===== config.mk =====
export PLATFORM = sky130hd
export DESIGN_NAME = rf_wb_arbiter
export DESIGN_NICKNAME = d
export VERILOG_FILES = /design/src/rtl/rf_wb_arbiter.sv
export SDC_FILE = /design/constraint.sdc
export NUM_CORES = 1
export LEC_CHECK = 0
export CAP_MARGIN = 10
export CORE_MARGIN = 10
export CORE_UTILIZATION = 29
export DETAILED_ROUTE_END_ITERATION = 8
export SETUP_SLACK_MARGIN = 0.05
export SLEW_MARGIN = 15
export SYNTH_ARGS = -nofsm -noshare
export SYNTH_HDL_FRONTEND = slang
export SYNTH_SLANG_ARGS = --single-unit
export TNS_END_PERCENT = 50

===== constraint.sdc =====
create_clock -name clk -period 3.83 [get_ports clk]
set_input_delay 0.766 -clock clk [delete_from_list [all_inputs] [get_ports clk]]
set_output_delay 0.766 -clock clk [all_outputs]
set_load 0.01 [all_outputs]

===== src/rtl/rf_wb_arbiter.sv =====
// -----------------------------------------------------------------------------
// rf_wb_arbiter
//
// Writeback scheduler and scoreboard for the 32-entry register file.
// Two writeback sources (s0 = EXU results, s1 = LSU load data) share the
// single register-file write port through a round-robin arbiter. The winning
// request is registered into the write-port stage (rf_*). A per-register busy
// scoreboard records destinations that have an outstanding write. Issue logic
// uses the scoreboard to reserve a destination and to detect read-after-write
// hazards on two source operands.
//
// Ports
//   clk                      clock, all state updates on the rising edge
//   rst                      synchronous active-high reset
//   alloc_valid/alloc_addr   issue-side reservation request
//   alloc_ready              reservation accepted this cycle (combinational)
//   s0_valid/addr/data       EXU writeback request
//   s0_ready                 EXU request granted this cycle (combinational)
//   s1_valid/addr/data       LSU writeback request
//   s1_ready                 LSU request granted this cycle (combinational)
//   rf_wen/rf_waddr/rf_wdata registered register-file write port
//   chk_addr1/chk_addr2      operand addresses to hazard-check
//   chk_busy1/chk_busy2      operand has a pending write (combinational)
//   wb_err                   sticky: a write hit a register that was not reserved
// -----------------------------------------------------------------------------
module rf_wb_arbiter #(
  parameter int XLEN = 32,
  parameter int NREG = 32,
  parameter int AW   = 5
) (
  input  logic            clk,
  input  logic            rst,

  input  logic            alloc_valid,
  input  logic [AW-1:0]   alloc_addr,
  output logic            alloc_ready,

  input  logic            s0_valid,
  input  logic [AW-1:0]   s0_addr,
  input  logic [XLEN-1:0] s0_data,
  output logic            s0_ready,

  input  logic            s1_valid,
  input  logic [AW-1:0]   s1_addr,
  input  logic [XLEN-1:0] s1_data,
  output logic            s1_ready,

  output logic            rf_wen,
  output logic [AW-1:0]   rf_waddr,
  output logic [XLEN-1:0] rf_wdata,

  input  logic [AW-1:0]   chk_addr1,
  input  logic [AW-1:0]   chk_addr2,
  output logic            chk_busy1,
  output logic            chk_busy2,

  output logic            wb_err
);

  // ---------------------------------------------------------------------------
  // State
  // ---------------------------------------------------------------------------
  logic [NREG-1:0] busy_q, busy_d;
  logic            last_q, last_d;     // source granted most recently
  logic            rf_wen_q, rf_wen_d;
  logic [AW-1:0]   rf_waddr_q, rf_waddr_d;
  logic [XLEN-1:0] rf_wdata_q, rf_wdata_d;
  logic            wb_err_q, wb_err_d;

  // ---------------------------------------------------------------------------
  // Round-robin arbitration
  // ---------------------------------------------------------------------------
  logic [1:0]      grant;
  logic            any_grant;
  logic [AW-1:0]   win_addr;
  logic [XLEN-1:0] win_data;

  always_comb begin
    grant = 2'b00;
    if (s0_valid && s1_valid) begin
      // On a tie the source that did not win last time goes first.
      if (last_q) grant = 2'b01;
      else        grant = 2'b10;
    end else if (s0_valid) begin
      grant = 2'b01;
    end else if (s1_valid) begin
      grant = 2'b10;
    end
  end

  assign any_grant = grant[0] | grant[1];
  assign win_addr  = grant[1] ? s1_addr : s0_addr;
  assign win_data  = grant[1] ? s1_data : s0_data;

  assign s0_ready  = grant[0];
  assign s1_ready  = grant[1];

  always_comb begin
    last_d = last_q;
    if (grant[0]) last_d = 1'b0;
    if (grant[1]) last_d = 1'b1;
  end

  // ---------------------------------------------------------------------------
  // Reservation and hazard checks
  // ---------------------------------------------------------------------------
  logic alloc_fire;

  // x0 is never marked busy, so it is always ready and never reports a hazard.
  assign alloc_ready = ~busy_q[alloc_addr];
  assign alloc_fire  = alloc_valid & alloc_ready;

  assign chk_busy1   = (chk_addr1 != '0) & busy_q[chk_addr1];
  assign chk_busy2   = (chk_addr2 != '0) & busy_q[chk_addr2];

  // ---------------------------------------------------------------------------
  // Scoreboard next state, one bit per architectural register.
  // The commit clear is applied first and a new reservation then sets the bit.
  // A reservation can only hit a register whose bit is currently clear, so the
  // two only meet when an unreserved write commits while the same register is
  // being reserved; the fresh reservation must survive in that case.
  // ---------------------------------------------------------------------------
  logic [NREG-1:0] set_bit;
  logic [NREG-1:0] clr_bit;

  assign set_bit[0] = 1'b0;
  assign clr_bit[0] = 1'b0;
  assign busy_d[0]  = 1'b0;

  generate
    for (genvar gi = 1; gi < NREG; gi++) begin : g_busy
      assign set_bit[gi] = alloc_fire & (alloc_addr == AW'(gi));
      assign clr_bit[gi] = rf_wen_q   & (rf_waddr_q == AW'(gi));
      assign busy_d[gi]  = set_bit[gi] | (busy_q[gi] & ~clr_bit[gi]);
    end
  endgenerate

  // ---------------------------------------------------------------------------
  // Write-port stage and error flag
  // ---------------------------------------------------------------------------
  logic commit_same;
  logic unreserved_write;

  // A write landing on the register currently being committed is not flagged:
  // its busy bit is in the middle of being released.
  assign commit_same      = rf_wen_q & (rf_waddr_q == win_addr);
  assign unreserved_write = any_grant & (win_addr != '0) &
                            ~busy_q[win_addr] & ~commit_same;

  always_comb begin
    rf_wen_d   = 1'b0;
    rf_waddr_d = rf_waddr_q;
    rf_wdata_d = rf_wdata_q;
    if (any_grant) begin
      // Writes to x0 are consumed but never reach the register file.
      rf_wen_d   = (win_addr != '0);
      rf_waddr_d = win_addr;
      rf_wdata_d = win_data;
    end
  end

  assign wb_err_d = wb_err_q | unreserved_write;

  // ---------------------------------------------------------------------------
  // Registers
  // ---------------------------------------------------------------------------
  always_ff @(posedge clk) begin
    if (rst) begin
      busy_q     <= '0;
      last_q     <= 1'b1;
      rf_wen_q   <= 1'b0;
      rf_waddr_q <= '0;
      rf_wdata_q <= '0;
      wb_err_q   <= 1'b0;
    end else begin
      busy_q     <= busy_d;
      last_q     <= last_d;
      rf_wen_q   <= rf_wen_d;
      rf_waddr_q <= rf_waddr_d;
      rf_wdata_q <= rf_wdata_d;
      wb_err_q   <= wb_err_d;
    end
  end

  assign rf_wen   = rf_wen_q;
  assign rf_waddr = rf_waddr_q;
  assign rf_wdata = rf_wdata_q;
  assign wb_err   = wb_err_q;

endmodule


==> results.json <==
{
  "drive_gt1_share_pct": 13.9,
  "yosys-top-cells-count": "90 x nor2_1, 71 x dfxtp_1, 58 x nand2_1",
  "utilization_pct": 41.9,
  "path_class": "in2out",
  "yosysTopAreaCell": "dfxtp_1",
  "viasPerCell": 5.53,
  "critPathLaunch": "chk_addr2[0]",
  "routedWlPerCell_um": 20.3,
  "clock_latency_ns": 0.34,
  "post-place-ws_ns": -0.134,
  "ir_drop_uv": 241,
  "die_width_um": 144,
  "status": "completed",
  "multi_input_area_um2": 2800,
  "drc_errors": 0,
  "synth_warnings": 0,
  "finalCritPeriodShare_pct": 97.3,
  "n_fill_cell": 1527,
  "synth_flop_cell": "dfxtp_1",
  "grt_pass1_vias": 4608,
  "ios": 138,
  "path_buf_inv": 3,
  "gp_congestion": 0.883,
  "syn_area_per_cell_um2": 8.55,
  "nNetsFinal": 738,
  "synth-simple-area-share_pct": 25.3,
  "async_flop_share_pct": 0,
  "synth_area_leaders": "dfxtp_1 32%, mux4_2 16%, nor2_1 7.6%",
  "drt_wl_total_um": 17000,
  "ant_nets": 0,
  "endpoint_kind": "output port",
  "grt_use_total_pct": 16.4,
  "max_slew_margin_pct": 31.4,
  "yosysMostFrequentCell": "nor2_1",
  "initial_core_util_pct": 29.4,
  "cts_inserted_buffers": 9,
  "synth-seq-cells": 71,
  "cp_common_cell": "mux4_2",
  "post-cts-setup-buffer-count": 0,
  "synthCells": 519,
  "post-synth-top-area-fraction_pct": 32.0,
  "worstMarginPinSlew_ns": 1.03,
  "maxCapViolations": 0,
  "synthXorXnorAreaFrac_pct": 0.592,
  "synth_cell_types": 52,
  "first_iter_violations": 354,
  "synthToLayoutAreaGrowth_pct": 42.6,
  "finalSetupViolations": 0,
  "crit_family": "multiplexers",
  "leakage_nw": 2.33,
  "required_ns": 3.06,
  "grt_start_max_net_pins": 56,
  "worstPathMaxFanout": 9,
  "rsz0062_at_grt": "false",
  "vias": 4631,
  "synth_top_family_by_area": "simple AND/OR/NAND/NOR gates",
  "die_h_um": 144,
  "reg2reg_from": "busy_q[15]",
  "synth_compound_area_share_pct": 16.9,
  "max_stage_delay_ns": 0.52,
  "sequential_cell_area_um2": 1420,
  "syn_area_um2": 4440,
  "clkSinkCount": 71,
  "antenna_cells": 0,
  "synth_fp_nets": 613,
  "power.density_nw_per_um2": 335,
  "worstPathArrival_ns": 2.96,
  "drt_pre_antenna_iters": 5,
  "critical_path.cell_chain": "clkdlybuf4s50_1 -> buf_12 -> mux4_2 -> mux4_2 -> mux2_2 -> dlygate4sd2_1",
  "grt-ovfl-total": 0,
  "num_rows": 45,
  "ys_seq_area_share_pct": 32.0,
  "hpwl_um": 12800,
  "synth_fa_ha_area_share_pct": 0,
  "hold_viol_final": 0,
  "port-buffer-count": 137,
  "worstSetupStartpointType": "input port",
  "clkSlewWorstSetupHoldPaths_ns": 0.06,
  "synthMuxAreaShare_pct": 20.3,
  "root_buffer": "clkbuf_16",
  "finClkSkew_ns": 0.00464,
  "htreeDepth": 3,
  "hold_path_class": "reg2reg",
  "antenna_found_initial": 0,
  "cts_tree": "yes",
  "synth_edf_count": 0,
  "period_needed_ns": 3.73,
  "hold_path.startpoint": "wb_err",
  "slowest_stage": "clkdlybuf4s50_1",
  "die_area_um2": 20700,
  "tns_ns": 0,
  "hold_buffers": 0,
  "report.final.slew_viol_count": 0,
  "fin_ws_ns": 0.105,
  "ctsLongestPathBuffers": 2,
  "max_freq_mhz": 268,
  "core-area_um2": 15100,
  "grt_pass1_wl_um": 26300
}
-- final cells by class --
class                      instances  share of cell area, %
clock buffer                       9                   3.56
multi-input combinational        398                   44.3
timing repair buffer             155                   24.3
inverter                           9                  0.534
clock inverter                     7                   1.15
sequential                        71                   22.5
tap                              188                   3.72
-- registers in the layout (all words and copies together), names as in the netlist --
signal and flops:
rf_waddr 5, wb_err 1, busy_q 31, last_q 1
rf_wen 1, rf_wdata 32
-- tightest hold or removal path, cell delays in order (launching register included) --
cell and delay, ns:
dfxtp_1 0.31, inv_1 0.05, o22ai_1 0.07
-- power breakdown --
part / switching, mW / leakage, nW / internal, mW
clock: 0.339 / 0.142 / 0.505
combinational: 0.214 / 1.60 / 0.242
sequential: 0.0393 / 0.584 / 0.779
total: 0.593 / 2.33 / 1.53
-- cell families after synthesis --
family | after synthesis
AOI/OAI and AO/OA | 106
xor gates and xnor gates | 3
buffers and inverters | 50
DFF | 71
muxes | 51
and+or+nand+nor | 238
-- per-layer routing --
| metal | vias up | share of wire (%) | track usage, % |
|---|---|---|---|
| met4 | 0 | 2.6 | 7.04 |
| li1 | 2151 | - | - |
| met5 | - | 0 | 0 |
| met3 | 29 | 11 | 6.60 |
| met1 | 2210 | 42 | 19.8 |
| met2 | 241 | 45 | 25.1 |
-- placed cells by master (no fill, tap or decap), types with 2 or more instances in the layout --
cell type and instances:
clkdlybuf4s50_1 132, nor2_1 90, dfxtp_1 71, nand2_1 58, o21ai_0 39, mux4_2 31, nor4_1 24, a21oi_1 21
mux2i_1 17, nor2b_1 15, buf_4 15, nand3_1 10, clkbuf_16 9, a311oi_1 8, nand2b_1 7, inv_1 7
o41ai_2 7, nand3b_1 7, a211oi_1 6, or2_2 5, o41ai_1 5, nor3_1 4, mux2_2 3, nor2_2 3
nor3b_1 3, o2111ai_1 3, xor2_1 3, a31oi_1 3, dlygate4sd2_1 3, buf_12 3, clkinv_1 2, o31ai_1 2
nand4_1 2, o31ai_2 2, o22ai_1 2, clkinv_2 2, clkinvlp_4 2
-- through the flow --
step	instances	instance area [µm²]	hold slack (ns)	power, mW
after floorplan	519	4440	0.450	1.04
after global placement	821	6030	0.466	1.29
after detailed placement	821	6030	0.468	1.29
after CTS	837	6330	0.477	2.14
after global routing	837	6330	0.512	2.22
final	837	6330	0.481	2.12
-- worst paths after layout --
check,endpoint,slack [ns],cells after the start
worst max-delay path,chk_busy2,0.10,6
worst min-delay path,wb_err,0.48,2
worst max register to register,busy_q[2],1.22,7
worst min register to register,wb_err,0.48,2
-- timing repair --
| action | CTS | global route |
|---|---|---|
| pin swaps | 0 | 0 |
| gates resized for setup | 3 | 1 |
| endpoints found under the setup margin | 3 | 1 |
(Power assumes the default switching activity.)
